`src/rtl/scan_mux_pkg.sv`:
```
// Shared types and the round-robin channel search used by scan-based blocks.
package scan_mux_pkg;

  typedef enum logic {MODE_MANUAL = 1'b0, MODE_AUTO = 1'b1} scan_mode_t;

  localparam int MAX_CHANNELS = 32;

  // First enabled channel after cur, searching upward and wrapping through 0.
  // Returns cur when it is the only enabled channel or nothing is enabled.
  // An out-of-range cur starts the search at channel 0.
  function automatic int next_enabled(input logic [MAX_CHANNELS-1:0] mask,
                                      input int cur, input int nch);
    int   base;
    int   idx;
    logic found;
    next_enabled = cur;
    found        = 1'b0;
    base         = (cur >= nch) ? nch - 1 : cur;
    for (int i = 1; i <= MAX_CHANNELS; i++) begin
      idx = (base + i) % nch;
      if (!found && (i <= nch) && mask[idx]) begin
        found        = 1'b1;
        next_enabled = idx;
      end
    end
  endfunction

endpackage

```
`src/rtl/scan_mux_if.sv`:
```
// Control/data bundle between a channel source and the scan multiplexer.
interface scan_mux_if #(
  parameter int WIDTH    = 4,
  parameter int CHANNELS = 4
);
  localparam int SELW = $clog2(CHANNELS);

  logic                      mode;
  logic [SELW-1:0]           sel_in;
  logic [CHANNELS-1:0]       enable_mask;
  logic [CHANNELS*WIDTH-1:0] data_in;

  // valid qualifies data_out/sel_out/onehot_out in the same cycle; there is
  // no ready: the consumer must take every word, the mux never stalls.
  logic [WIDTH-1:0]          data_out;
  logic [SELW-1:0]           sel_out;
  logic [CHANNELS-1:0]       onehot_out;
  logic                      valid;

  modport master (
    output mode, sel_in, enable_mask, data_in,
    input  data_out, sel_out, onehot_out, valid
  );

  modport slave (
    input  mode, sel_in, enable_mask, data_in,
    output data_out, sel_out, onehot_out, valid
  );

endinterface

```
`src/rtl/scan_mux_tick_gen.sv`:
```
// Scan prescaler: one-cycle tick every DIVIDE clocks, held at zero while cleared.
module tick_gen #(
  parameter int DIVIDE = 100000
) (
  input  logic clk,
  input  logic reset,
  input  logic clear,
  output logic tick
);
  localparam int            CW   = $clog2(DIVIDE) + 1;
  localparam logic [CW-1:0] LAST = CW'(DIVIDE - 1);

  logic [CW-1:0] r_count;

  always_ff @(posedge clk) begin
    if (reset || clear) begin
      r_count <= '0;
    end else if (r_count == LAST) begin
      r_count <= '0;
    end else begin
      r_count <= r_count + 1'b1;
    end
  end

  // Gated by clear so the first AUTO cycle never steps, even with DIVIDE=1.
  assign tick = (r_count == LAST) && !clear;

endmodule

```
`src/rtl/scan_mux.sv`:
```
// N-channel registered multiplexer with manual select or masked round-robin auto-scan.
module scan_mux
  import scan_mux_pkg::*;
#(
  parameter int WIDTH    = 4,
  parameter int CHANNELS = 4,
  parameter int DIVIDE   = 100000
) (
  input logic       clk,
  input logic       reset,
  scan_mux_if.slave bus
);
  localparam int SELW = $clog2(CHANNELS);

  scan_mode_t          w_mode;
  scan_mode_t          r_mode_prev;
  logic [SELW-1:0]     r_cur_sel;
  logic [SELW-1:0]     w_sel_nxt;
  logic [SELW-1:0]     w_seek;
  logic                w_cur_enabled;
  logic                w_clear;
  logic                w_tick;
  logic                w_valid;
  logic [WIDTH-1:0]    w_word;
  logic [CHANNELS-1:0] w_onehot;

  logic [WIDTH-1:0]    r_data_out;
  logic [SELW-1:0]     r_sel_out;
  logic [CHANNELS-1:0] r_onehot_out;
  logic                r_valid;

  assign w_mode  = scan_mode_t'(bus.mode);
  assign w_clear = (w_mode == MODE_MANUAL) || (r_mode_prev == MODE_MANUAL);

  tick_gen #(.DIVIDE(DIVIDE)) u_tick_gen (
    .clk   (clk),
    .reset (reset),
    .clear (w_clear),
    .tick  (w_tick)
  );

  assign w_seek = SELW'(next_enabled(MAX_CHANNELS'(bus.enable_mask),
                                     int'(r_cur_sel), CHANNELS));
  assign w_cur_enabled = (int'(r_cur_sel) < CHANNELS) && bus.enable_mask[r_cur_sel];

  // A masked current channel is left immediately, without waiting for a tick.
  always_comb begin
    w_sel_nxt = r_cur_sel;
    w_valid   = 1'b0;
    if (w_mode == MODE_MANUAL) begin
      w_sel_nxt = bus.sel_in;
      w_valid   = int'(bus.sel_in) < CHANNELS;
    end else if (|bus.enable_mask) begin
      w_valid = 1'b1;
      if (!w_cur_enabled || w_tick) begin
        w_sel_nxt = w_seek;
      end
    end
  end

  // The output stage samples the channel chosen this edge, so a select change
  // and a data change both appear one clock later.
  always_comb begin
    w_word   = '0;
    w_onehot = '0;
    for (int k = 0; k < CHANNELS; k++) begin
      if (w_valid && (w_sel_nxt == SELW'(k))) begin
        w_word      = bus.data_in[k*WIDTH +: WIDTH];
        w_onehot[k] = 1'b1;
      end
    end
  end

  always_ff @(posedge clk) begin
    if (reset) begin
      r_cur_sel    <= '0;
      r_mode_prev  <= MODE_MANUAL;
      r_data_out   <= '0;
      r_sel_out    <= '0;
      r_onehot_out <= '0;
      r_valid      <= 1'b0;
    end else begin
      r_cur_sel    <= w_sel_nxt;
      r_mode_prev  <= w_mode;
      r_data_out   <= w_word;
      r_sel_out    <= w_sel_nxt;
      r_onehot_out <= w_onehot;
      r_valid      <= w_valid;
    end
  end

  assign bus.data_out   = r_data_out;
  assign bus.sel_out    = r_sel_out;
  assign bus.onehot_out = r_onehot_out;
  assign bus.valid      = r_valid;

endmodule
```
`src/flat_wrapper.sv`:
```
// flat-port wrapper written by rule: the top's interface ports become plain ports
module scan_mux_flat import scan_mux_pkg::*;
#(
  parameter int WIDTH    = 4,
  parameter int CHANNELS = 4,
  parameter int DIVIDE   = 100000
)
  (clk, reset, bus_mode, bus_sel_in, bus_enable_mask, bus_data_in, bus_data_out, bus_sel_out, bus_onehot_out, bus_valid);
  scan_mux_if #(.WIDTH(WIDTH), .CHANNELS(CHANNELS)) bus_i ();
  input logic clk;
  input logic reset;
  input wire logic [$bits(bus_i.mode)-1:0] bus_mode;
  input wire logic [$bits(bus_i.sel_in)-1:0] bus_sel_in;
  input wire logic [$bits(bus_i.enable_mask)-1:0] bus_enable_mask;
  input wire logic [$bits(bus_i.data_in)-1:0] bus_data_in;
  output wire logic [$bits(bus_i.data_out)-1:0] bus_data_out;
  output wire logic [$bits(bus_i.sel_out)-1:0] bus_sel_out;
  output wire logic [$bits(bus_i.onehot_out)-1:0] bus_onehot_out;
  output wire logic [$bits(bus_i.valid)-1:0] bus_valid;
  assign bus_i.mode = bus_mode;
  assign bus_i.sel_in = bus_sel_in;
  assign bus_i.enable_mask = bus_enable_mask;
  assign bus_i.data_in = bus_data_in;
  assign bus_data_out = bus_i.data_out;
  assign bus_sel_out = bus_i.sel_out;
  assign bus_onehot_out = bus_i.onehot_out;
  assign bus_valid = bus_i.valid;
  scan_mux #(.WIDTH(WIDTH), .CHANNELS(CHANNELS), .DIVIDE(DIVIDE)) u_core (.clk(clk), .reset(reset), .bus(bus_i));
endmodule
```
`config.mk`:
```
export PLATFORM = sky130hd
export DESIGN_NAME = scan_mux_flat
export DESIGN_NICKNAME = d
export VERILOG_FILES = /design/src/rtl/scan_mux_pkg.sv /design/src/rtl/scan_mux_if.sv /design/src/rtl/scan_mux_tick_gen.sv /design/src/rtl/scan_mux.sv /design/src/flat_wrapper.sv
export SDC_FILE = /design/constraint.sdc
export NUM_CORES = 1
export LEC_CHECK = 0
export ABC_CLOCK_PERIOD_IN_PS = 3100
export BUFFER_PORTS_ARGS = -buffer_cell sky130_fd_sc_hd__buf_2
export CAP_MARGIN = 0
export CORE_MARGIN = 4
export CORE_UTILIZATION = 52
export DETAILED_ROUTE_END_ITERATION = 7
export PLACE_DENSITY = 0.89
export SLEW_MARGIN = 15
export SYNTH_ARGS = -nofsm -noshare
export SYNTH_HDL_FRONTEND = slang
export SYNTH_SLANG_ARGS = --single-unit
```
`constraint.sdc`:
```
create_clock -name clk -period 3.1 [get_ports clk]
set_clock_uncertainty 0.15 [all_clocks]
set_input_delay 0.775 -clock clk [delete_from_list [all_inputs] [get_ports clk]]
set_output_delay 0.775 -clock clk [all_outputs]
set_load 0.01 [all_outputs]
```
# Word level (Yosys, flattened, before mapping)
# Cells that the tools add are included.
op_classes:
  addsub: 5
  multipliers: 0
  n_div: 0
  order_cmp: 5
  eq_ne: 4
  shifts: 0
  n_mux: 34
  n_bitwise: 6
  reduce_logical: 23
op_table:
  columns: ["op", "n"]
  rows:
  - ["$lt 3x7->1 const B", 4]
  - ["$add 18x1->18 const B", 1]
  - ["$eq 18x17->1 const B", 1]
  - ["$mux 1", 18]
  - ["$mux 4", 4]
  - ["$mux 2", 7]
  - ["$bmux 1 s3", 4]
  - ["$reduce_or 2->1", 5]
  - ["$logic_and 1x1->1", 8]
  - ["$logic_not 1->1", 5]
  - ["$add 2x1->2 const B", 2]
  - ["$add 2x2->2 const B", 2]
  - ["$and 1x1->1 const A", 4]
  - ["$eq 2x2->1 const B", 2]
  - ["$reduce_or 4->1", 1]
  - ["$logic_or 1x1->1", 3]
  - ["$lt 2x3->1 const B", 1]
  - ["$bmux 1 s2", 1]
  - ["$eq 2x1->1 const B", 1]
  - ["$logic_not 2->1", 1]
  - ["$not 1->1", 2]
totals:
  register_bits: 30
  latchBits: 0
  mem_bits_rw: 0
  mem_bits_ro: 0
  inputBits: 25
  output_inout_bits: 11
  elab_cells: 83
  mem_count: 0

# Logic depth before layout (Yosys ltp)
# Gate-level depths: netlist of the first run.
depth:
  ltp_word: 25
  depth_mapped: 9
  mapped_depth_nobuf: 8

# By module
# Synthesis of the first run repeated with hierarchy kept, for this count alone.
hier_totals:
  hier_cells: 170
  hier_area_um2: 1500.2
modules_own_cells:
  columns: ["module", "instances", "cells_each", "area_each_um2", "seq_area_each_um2"]
  rows:
  - ["tick_gen", 1, 95, 822.0, 360.3]
  - ["scan_mux", 1, 75, 678.2, 240.2]

# Worst setup path before layout of the first run
# No wires, ideal clock.
synth_timing:
  kind: "input port to flip-flop"
  from: "input bus_enable_mask[3]"
  to: "register u_core.r_data_out[0] (netlist: u_core.bus.data_out[0])"
  setup_ns: 0.124
  arrival_ns: 2.405
  t_required_ns: 2.826
  slack_ns: 0.422
  cell_stages: 9
  n_path_buf: 2
  cell_sequence: "buf_6 or4_1 o211ai_1 o31a_1 o32ai_1 a31oi_2 buf_6 mux2i_1 o22ai_1"
synth_via:
  elab_chain_cells: 22
  word_cells_on_any_way: 47
  cone_classes: "eq/ne (3); mux (30); reduce/logical (14)"
synth_lines:
  columns: ["item", "line_no", "rtl"]
  rows:
  - ["start: declaration", "flat_wrapper.sv:14", "input wire logic [$bits(bus_i.enable_mask)-1:0] bus_enable_mask;"]
  - ["$bmux 1 s3", "scan_mux_pkg.sv:21", "if (!found && (i <= nch) && mask[idx]) begin"]
  - ["$mux 1 (implied by the code) (2 in a row)", "scan_mux_pkg.sv:21", null]
  - ["$mux 1", "scan_mux_pkg.sv:21", null]
  - ["$logic_not 1->1", "scan_mux_pkg.sv:21", null]
  - ["$logic_and 1x1->1", "scan_mux_pkg.sv:21", null]
  - ["$mux 1", "scan_mux_pkg.sv:21", null]
  - ["$logic_not 1->1", "scan_mux_pkg.sv:21", null]
  - ["$logic_and 1x1->1", "scan_mux_pkg.sv:21", null]
  - ["(+3 left out)", null, null]
  - ["$mux 2", "scan_mux_pkg.sv:21", null]
  - ["$mux 2", "scan_mux.sv:55", "if (!w_cur_enabled || w_tick) begin"]
  - ["$mux 2", "scan_mux.sv:53", "end else if (|bus.enable_mask) begin"]
  - ["$mux 2", "scan_mux.sv:50", "if (w_mode == MODE_MANUAL) begin"]
  - ["$logic_not 2->1", "scan_mux.sv:67", "if (w_valid && (w_sel_nxt == SELW'(k))) begin"]
  - ["$logic_and 1x1->1", "scan_mux.sv:67", null]
  - ["$mux 4 (3 in a row)", "scan_mux.sv:67", null]
  - ["$mux 4 (*)", "scan_mux.sv:67", null]
  - ["end signal: assignment", "scan_mux.sv:85", "r_data_out <= w_word;"]
  - ["end: declaration", "scan_mux.sv:27", "logic [WIDTH-1:0] r_data_out;"]
# Every way passes the cells marked *; elsewhere a longest branch is shown, timed or not. The select of a mux whose other input is x is not followed.
# A chain may end at the register's enable or synchronous reset.

# Final worst setup path of the first run
layout_timing:
  from: "input bus_enable_mask[1]"
  to: "register u_core.r_data_out[1] (netlist: u_core.bus.data_out[1])"
# The elaborated chain is that of the path after synthesis.

==> results of run 1 <==
cell usage after synthesis (all sizes together):
master	n
nor4b	1
inv	5
o21ai	4
a31oi	1
clkbuf	2
nand2b	4
xnor2	4
nand3b	2
mux4	1
a211o	1
and2	3
o22ai	4
o32ai	1
a21oi	7
nor4bb	2
buf	3
or3	4
nand4	4
or4	1
mux2i	8
nor2	26
and3	1
xor2	9
ha	1
a32o	1
nand3	7
nor2b	1
nor3	1
and4	2
nor4	1
o211ai	2
o31a	1
a31o	1
o32a	1
dfxtp	30
or2	1
nand2	8
nor3b	3
layout make-up:
type,count,area (um2)
Sequential cell,30,600.6
Multi-Input combinational cell,119,788.3
Inverter,5,18.77
Clock buffer,6,51.30
Fill cell,213,888.4
Tap cell,30,37.54
Timing Repair Buffer,36,182.7
cells by family (layout without fill, tap and decap cells):
| logic type | Yosys count | after routing |
|---|---|---|
| flip-flops | 30 | 30 |
| adder cells (fa/ha/maj) | 1 | 1 |
| multiplexers | 9 | 9 |
| buffers and inverters | 10 | 47 |
| AND/OR/NAND/NOR | 72 | 72 |
| AO/OA/AOI/OAI | 24 | 24 |
| XOR/XNOR | 13 | 13 |
power by group:
| part | total (mW) | internal [mW] | switching [mW] |
|---|---|---|---|
| logic | 0.129 | 0.0634 | 0.0652 |
| registers | 0.411 | 0.402 | 0.00975 |
| clock network | 0.227 | 0.102 | 0.125 |
| total | 0.767 | 0.567 | 0.200 |
final timing paths:
path	endpoint	cells after the start	start
max	u_core.bus.data_out[1]	9	bus_enable_mask[1]
min	u_core.u_tick_gen.r_count[0]	1	u_core.u_tick_gen.r_count[0]
max reg2reg	u_core.bus.data_out[1]	9	u_core.u_tick_gen.r_count[0]
min reg2reg	u_core.u_tick_gen.r_count[0]	1	u_core.u_tick_gen.r_count[0]
per-stage QoR:
step / power [mW] / cells / util (%) / area [um2]
after floorplan: 0.5069 / 159 / - / 1449
after global placement: 0.5433 / 220 / 63.40 / 1628
after detailed placement: 0.5485 / 220 / 63.40 / 1628
after CTS: 0.7672 / 226 / 65.40 / 1679
after global routing: 0.8014 / 226 / 65.40 / 1679
final: 0.7668 / 226 / 65.40 / 1679
per-layer routing:
layer	vias to the layer above	routed length, um	GRT usage, %
met5	-	0	0
met1	573	1290	19.84
met2	37	1483	33.44
li1	642	-	-
met3	6	212	7.872
met4	0	35	6.811
flip-flops by register name, indices dropped and copies added, names as in the netlist:
| signal | flops |
|---|---|
| u_core.bus.sel_out | 2 |
| u_core.bus.data_out | 4 |
| u_core.r_mode_prev | 1 |
| u_core.bus.valid | 1 |
| u_core.u_tick_gen.r_count | 18 |
| u_core.bus.onehot_out | 4 |
==> results_dict.tcl, run 1 <==
set metrics [dict create \
    cpLargestDelayFamily "compound AO/OA/AOI/OAI gates" \
    hold_path.class "register to register" \
    viasPerCell 5.566 \
    root_buffer "clkbuf_4" \
    critical_path_class "input pin to register" \
    critPathRequiredTime_ns 3.16 \
    p_leak_nw 0.6735 \
    postRouteAntennaNets 0 \
    synth-seq-cells 30 \
    cts_buffers 5 \
    drive_gt1_share_pct 23.47 \
    maxCapViolCount 0 \
    gr-total-overflow 0 \
    gr-usage-all-layers_pct 18.83 \
    cp.arrival_ns 2.66 \
    slowest_delay_ns 0.53 \
    antenna_cells 0 \
    postCtsSetupBuffers 0 \
    grt_pass1_vias 1289 \
    slowest_stage "or4_1" \
    grt_pass1_wl_um 5230 \
    gp_congestion 0.7930 \
    hold_buffers 0 \
    rsz0062_at_grt "false" \
    synth_cell_types 39 \
    path_cells "buf_2 -> or4_1 -> o211ai_1 -> o31a_1 -> o32ai_1 -> a31oi_2 -> buf_4 -> mux2i_1 -> o22ai_1" \
    max_freq_ghz 0.3847 \
    fin_crit_sh_pct 83.86 \
    io_pins 36 \
    dp_hpwl_um 2257 \
    core_um2 2567 \
    cts_resized 0 \
    grt_max_degree 19 \
    period_minus_slack_ns 2.600 \
    fin_setup_tns_ns 0 \
    synth_compound_area_share_pct 11.23 \
    cp_max_fo 11 \
    routed_wl_um 3021 \
    cts.sinks 30 \
    synth-adder-area-share_pct 0.8636 \
    yosys_warnings 0 \
    yosysTopAreaCellShare_pct 41.45 \
    max-slew-margin-rel_pct 53.35 \
    syn2layout_area_growth_pct 15.89 \
    status "complete, no violations" \
    fin_ws_ns 0.5004 \
    reg2reg_slack_ns 0.64 \
    synth-xor-area-share_pct 7.858 \
    synth_area_leaders "dfxtp_1 41%, nor2_1 6.7%, mux2i_1 5.5%" \
    clockBufferDepth 2 \
    worst_pin_slew_ns 0.6976 \
    synth_mux_area_share_pct 7.340 \
    die_area_um2 3695 \
    cts_tree "built" \
    pwr_density_cell_nw_per_um2 456.7 \
    start_util_pct 56.43 \
    htreeDepth 2 \
    yosysSeqAreaShare_pct 41.45 \
    finalHoldViolCount 0 \
    vias 1258 \
    syn_avg_cell_area_um2 9.113 \
    drc 0 \
    die_h_um 60.79 \
    syn_area_um2 1449 \
    wire_per_inst_um 13.37 \
    std_cell_rows 18 \
    final_cell_mix "35 x buf_2, 30 x dfxtp_1, 26 x nor2_1" \
    die_w_um 60.79 \
    crit_buf_inv 2 \
    insertion_delay_ns 0.32 \
    synth_top_cell_by_area "dfxtp_1" \
    synthesis.nets 185 \
    finalHoldWorstSlack_ns 0.3231 \
    cp-end-kind "register" \
    clk_pin_slew_worst_paths_ns 0.08 \
    fin_nets 223 \
    start_kind "input pin" \
    drtPass1Iterations 4 \
    synthSimpleGateAreaFrac_pct 27.12 \
    antenna_found_initial 0 \
    io_buffers 35 \
    setup_viol 0 \
    pre_cts_slack_ns 0.1699 \
    synth_top_family_by_area "simple AND/OR/NAND/NOR gates" \
    synthCells 159 \
    ir_drop_mv 0.3634 \
    final_common_cell "buf_2" \
    drt-initial-drc-count 55 \
    slew_viol_final 0 \
]
Note: power is estimated with default switching activity, not from simulation.
==> run 2, diff against run 1 <==
--- a/config.mk
+++ b/config.mk
@@ -5,7 +5,7 @@
 export SDC_FILE = /design/constraint.sdc
 export NUM_CORES = 1
 export LEC_CHECK = 0
-export ABC_CLOCK_PERIOD_IN_PS = 3100
+export ABC_CLOCK_PERIOD_IN_PS = 2700
 export BUFFER_PORTS_ARGS = -buffer_cell sky130_fd_sc_hd__buf_2
 export CAP_MARGIN = 0
 export CORE_MARGIN = 4
==> constraint.sdc (replaced) <==
create_clock -name clk -period 2.7 [get_ports clk]
set_clock_uncertainty 0.15 [all_clocks]
set_input_delay 0.675 -clock clk [delete_from_list [all_inputs] [get_ports clk]]
set_output_delay 0.675 -clock clk [all_outputs]
set_load 0.01 [all_outputs]
==> results_dict.tcl, run 2 (synthesized netlist as in run 1, its figures left out) <==
set metrics [dict create \
    status "complete, no violations" \
    viasPerCell 5.599 \
    postCtsSetupBuffers 0 \
    die_w_um 60.79 \
    syn2layout_area_growth_pct 20.47 \
    gr-usage-all-layers_pct 18.54 \
    wire_per_inst_um 13.31 \
    drive_gt1_share_pct 24.75 \
    p_leak_nw 0.7067 \
    grt_pass1_vias 1267 \
    insertion_delay_ns 0.32 \
    max-slew-margin-rel_pct 53.27 \
    dp_hpwl_um 2369 \
    drt-initial-drc-count 27 \
    grt_max_degree 19 \
    largest_reg_flops 18 \
    final_common_cell "buf_2" \
    routed_wl_um 3088 \
    start_util_pct 56.43 \
    crit_path_end "u_core.bus.data_out[2]" \
    timing.rr.end "u_core.bus.data_out[2]" \
    worst_pin_slew_ns 0.6988 \
    drtPass1Iterations 6 \
    vias 1299 \
    start_kind "input pin" \
    critPathRequiredTime_ns 2.75 \
    cp.arrival_ns 2.52 \
    cp_max_fo 11 \
    hold_buffers 0 \
    worstReg2RegStart "u_core.u_tick_gen.r_count[0]" \
    ir_drop_mv 0.3983 \
    regMostFlops "u_core.u_tick_gen.r_count" \
    reg2reg_slack_ns 0.25 \
    hold_path.class "register to register" \
    cts_tree "built" \
    rsz0062_at_grt "false" \
    core_um2 2567 \
    finalHoldWorstSlack_ns 0.3220 \
    slew_viol_final 0 \
    cts_buffers 5 \
    cts.sinks 30 \
    maxCapViolCount 0 \
    startpoint "bus_enable_mask[1]" \
    finalHoldViolCount 0 \
    cp-end-kind "register" \
    reg2reg_depth 9 \
    max_freq_ghz 0.4060 \
    fillers 212 \
    antenna_cells 0 \
    htreeDepth 2 \
    root_buffer "clkbuf_4" \
    cts_resized 0 \
    die_h_um 60.79 \
    die_area_um2 3695 \
    std_cell_rows 18 \
    io_pins 36 \
    drc 0 \
    gr-total-overflow 0 \
    clk_pin_slew_worst_paths_ns 0.09 \
    fin_setup_tns_ns 0 \
    pwr_density_cell_nw_per_um2 558.3 \
    final_cell_mix "35 x buf_2, 30 x dfxtp_1, 26 x nor2_1" \
    gp_congestion 0.8136 \
    ff_latch_area_um2 600.6 \
    fin_nets 227 \
    io_buffers 35 \
    grt_pass1_wl_um 5106 \
    period_minus_slack_ns 2.463 \
    fin_util_pct 67.98 \
    fin_crit_sh_pct 91.23 \
    setup_viol 0 \
    critical_path_class "input pin to register" \
    postRouteAntennaNets 0 \
    multiInputGateArea_um2 788.3 \
    clockBufferDepth 2 \
    antenna_found_initial 0 \
]
run 2: cell types whose count changed in the layout (fill, tap and decap cells not counted):
cell | before | now
buf_12 | 0 | 1
buf_4 | 1 | 4
bufinv_16 | 0 | 1
clkbuf_1 | 0 | 2
clkbuf_8 | 1 | 0
run 2: final cells by class:
class,count,share of cell area [%]
Multi-Input combinational cell,119,45.16
Sequential cell,30,34.41
Timing Repair Buffer,40,12.90
Clock buffer,7,2.581
Tap cell,30,2.151
Clock inverter,1,1.720
Inverter,5,1.075
run 2: routing by layer:
layer | track usage (%) | part of all wire [%] | vias up
met3 | 8.723 | 8.2 | 4
met1 | 19.12 | 41 | 594
met2 | 33.13 | 50 | 51
met4 | 5.882 | 0.97 | 0
met5 | 0 | 0 | -
li1 | - | - | 650
run 2: how the worst min path moves through the flow:
| stage | startpoint | end | slack [ns] | depth (start not counted) |
|---|---|---|---|---|
| 2_1_floorplan | u_core.u_tick_gen.r_count[0] | u_core.u_tick_gen.r_count[0] | 0.28 | 1 |
| 3_3_place_gp | u_core.u_tick_gen.r_count[0] | u_core.u_tick_gen.r_count[0] | 0.30 | 1 |
| 3_5_place_dp | u_core.u_tick_gen.r_count[0] | u_core.u_tick_gen.r_count[0] | 0.31 | 1 |
| 4_1_cts | u_core.u_tick_gen.r_count[0] | u_core.u_tick_gen.r_count[0] | 0.33 | 1 |
| 5_1_grt | u_core.u_tick_gen.r_count[0] | u_core.u_tick_gen.r_count[0] | 0.36 | 1 |
| 6_report | u_core.u_tick_gen.r_count[0] | u_core.u_tick_gen.r_count[0] | 0.32 | 1 |
run 2: worst max-delay path, cell delays in order:
cell      delay, ns
buf_2          0.13
or4_1          0.53
o211ai_1       0.18
o31a_1         0.19
o32ai_1        0.11
a31oi_2        0.23
buf_12         0.17
mux2i_1        0.20
o22ai_1        0.10
run 2: through the flow:
step | cell area, um2 | total power [mW] | std cells | worst slack [ns]
2_1_floorplan | 1449 | 0.5820 | 159 | 0.1218
3_3_place_gp | 1670 | 0.6360 | 224 | 0.01510
3_5_place_dp | 1670 | 0.6439 | 224 | -0.1080
4_1_cts | 1745 | 0.9829 | 232 | 0.2258
5_1_grt | 1745 | 1.025 | 232 | 0.1205
6_report | 1745 | 0.9744 | 232 | 0.2368
run 2: where the power goes:
part / switching, mW / internal (mW)
Clock: 0.144 / 0.196
Combinational: 0.0783 / 0.0825
Sequential: 0.0116 / 0.461
Total: 0.234 / 0.740
==> run 3, diff against run 2 <==
--- a/config.mk
+++ b/config.mk
@@ -6,12 +6,13 @@
 export NUM_CORES = 1
 export LEC_CHECK = 0
 export ABC_CLOCK_PERIOD_IN_PS = 2700
-export BUFFER_PORTS_ARGS = -buffer_cell sky130_fd_sc_hd__buf_2
+export BUFFER_PORTS_ARGS = -buffer_cell sky130_fd_sc_hd__buf_4
 export CAP_MARGIN = 0
 export CORE_MARGIN = 4
 export CORE_UTILIZATION = 52
 export DETAILED_ROUTE_END_ITERATION = 7
 export PLACE_DENSITY = 0.89
+export SETUP_SLACK_MARGIN = 0.4
 export SLEW_MARGIN = 15
 export SYNTH_ARGS = -nofsm -noshare
 export SYNTH_HDL_FRONTEND = slang
==> results_dict.tcl, run 3 (synthesized netlist as in run 1, its figures left out) <==
set metrics [dict create \
    final_area_um2 1934 \
    die_w_um 60.79 \
    start_util_pct 56.43 \
    place_area_um2 1742 \
    worstReg2RegStart "u_core.u_tick_gen.r_count[13]" \
    fin_setup_tns_ns 0 \
    vias 1324 \
    ir_drop_mv 0.4102 \
    gr-total-overflow 0 \
    final_common_cell "buf_4" \
    drive_gt1_share_pct 36.14 \
    multiInputGateArea_um2 855.8 \
    grt_pass1_vias 1363 \
    maxCapViolCount 0 \
    ff_latch_area_um2 620.6 \
    clk_pin_slew_worst_paths_ns 0.09 \
    start_kind "input pin" \
    max_freq_ghz 0.4091 \
    clockBufferDepth 2 \
    fin_util_pct 75.34 \
    reg2reg_slack_ns 0.36 \
    viasPerCell 5.707 \
    reg2reg_depth 8 \
    cts_buffers 5 \
    antenna_cells 0 \
    std_cell_rows 18 \
    gr-usage-all-layers_pct 20.55 \
    grt_max_degree 19 \
    routed_wl_um 3501 \
    max-slew-margin-rel_pct 54.02 \
    root_buffer "clkbuf_4" \
    cts_tree "built" \
    rsz0062_at_grt "true" \
    wire_per_inst_um 15.09 \
    hold_path_depth 2 \
    core_um2 2567 \
    finalHoldWorstSlack_ns 0.3685 \
    worst_pin_slew_ns 0.6877 \
    fin_crit_sh_pct 90.54 \
    grt_pass1_wl_um 5575 \
    hold_path.class "register to register" \
    cp.arrival_ns 2.50 \
    cp_max_fo 11 \
    gp_congestion 0.8355 \
    cp-end-kind "register" \
    dp_hpwl_um 2479 \
    pwr_density_cell_nw_per_um2 528.2 \
    regMostFlops "u_core.u_tick_gen.r_count" \
    final_cells 232 \
    die_h_um 60.79 \
    period_minus_slack_ns 2.444 \
    timing.rr.end "u_core.bus.data_out[2]" \
    drt-initial-drc-count 55 \
    critical_path_class "input pin to register" \
    fin_nets 228 \
    critPathRequiredTime_ns 2.76 \
    largest_reg_flops 18 \
    dpl.cell_count 222 \
    antenna_found_initial 0 \
    fin_ws_ns 0.2556 \
    setup_viol 0 \
    insertion_delay_ns 0.32 \
    io_pins 36 \
    p_leak_nw 0.7510 \
    fillers 187 \
    drtPass1Iterations 5 \
    io_buffers 35 \
    pre_cts_slack_ns -0.1118 \
    syn2layout_area_growth_pct 33.51 \
    status "complete, no violations" \
    min_from "u_core.u_tick_gen.r_count[9]" \
    postRouteAntennaNets 0 \
    drc 0 \
    total_power_mw 1.022 \
    finalHoldViolCount 0 \
    hold_buffers 0 \
    slew_viol_final 0 \
    final_cell_mix "40 x buf_4, 25 x nor2_1, 18 x dfxtp_1" \
    cts.sinks 30 \
    die_area_um2 3695 \
    min_to "u_core.u_tick_gen.r_count[9]" \
    htreeDepth 2 \
]
==> run 3: worst max-delay path by stage <==
| stage | from | cells after the start | end |
|---|---|---|---|
| floorplan | bus_enable_mask[3] | 9 | u_core.bus.data_out[0] |
| global placement | bus_enable_mask[1] | 9 | u_core.bus.data_out[1] |
| detailed placement | bus_enable_mask[1] | 9 | u_core.bus.data_out[2] |
| CTS | bus_enable_mask[1] | 9 | u_core.bus.data_out[2] |
| global route | bus_enable_mask[1] | 9 | u_core.bus.data_out[2] |
| finish | bus_enable_mask[1] | 9 | u_core.bus.data_out[2] |
==> run 3: critical path, cell delays in order <==
cell and delay (ns):
buf_4 0.13, or4_1 0.51, o211ai_1 0.17, o31a_1 0.22
o32ai_2 0.13, a31oi_4 0.20, buf_12 0.16, mux2i_1 0.21
o22ai_1 0.10
==> run 3: final cells by class <==
class,count,share of cell area [%]
multi-input combinational,119,44.24
sequential,30,32.08
timing repair buffer,41,16.56
clock buffer,6,2.652
tap,30,1.940
clock inverter,1,1.552
inverter,5,0.9702
==> run 3: power breakdown <==
group	switching (mW)	internal [mW]
combinational	0.0856	0.104
clock	0.145	0.216
sequential	0.0120	0.460
==> run 3: routing by layer <==
layer / GRT usage (%) / part of all wire [%] / up-vias
li1: - / - / 652
met1: 20.80 / 38 / 619
met2: 38.17 / 52 / 47
met3: 8.298 / 7.8 / 6
met4: 6.502 / 1.8 / 0
met5: 0 / 0 / -
==> run 3: repair_timing <==
item                       in CTS  in global routing
gates resized for setup        13                 12
setup endpoints to repair       8                  9
setup buffers                   0                  3
pin swaps                       0                  3
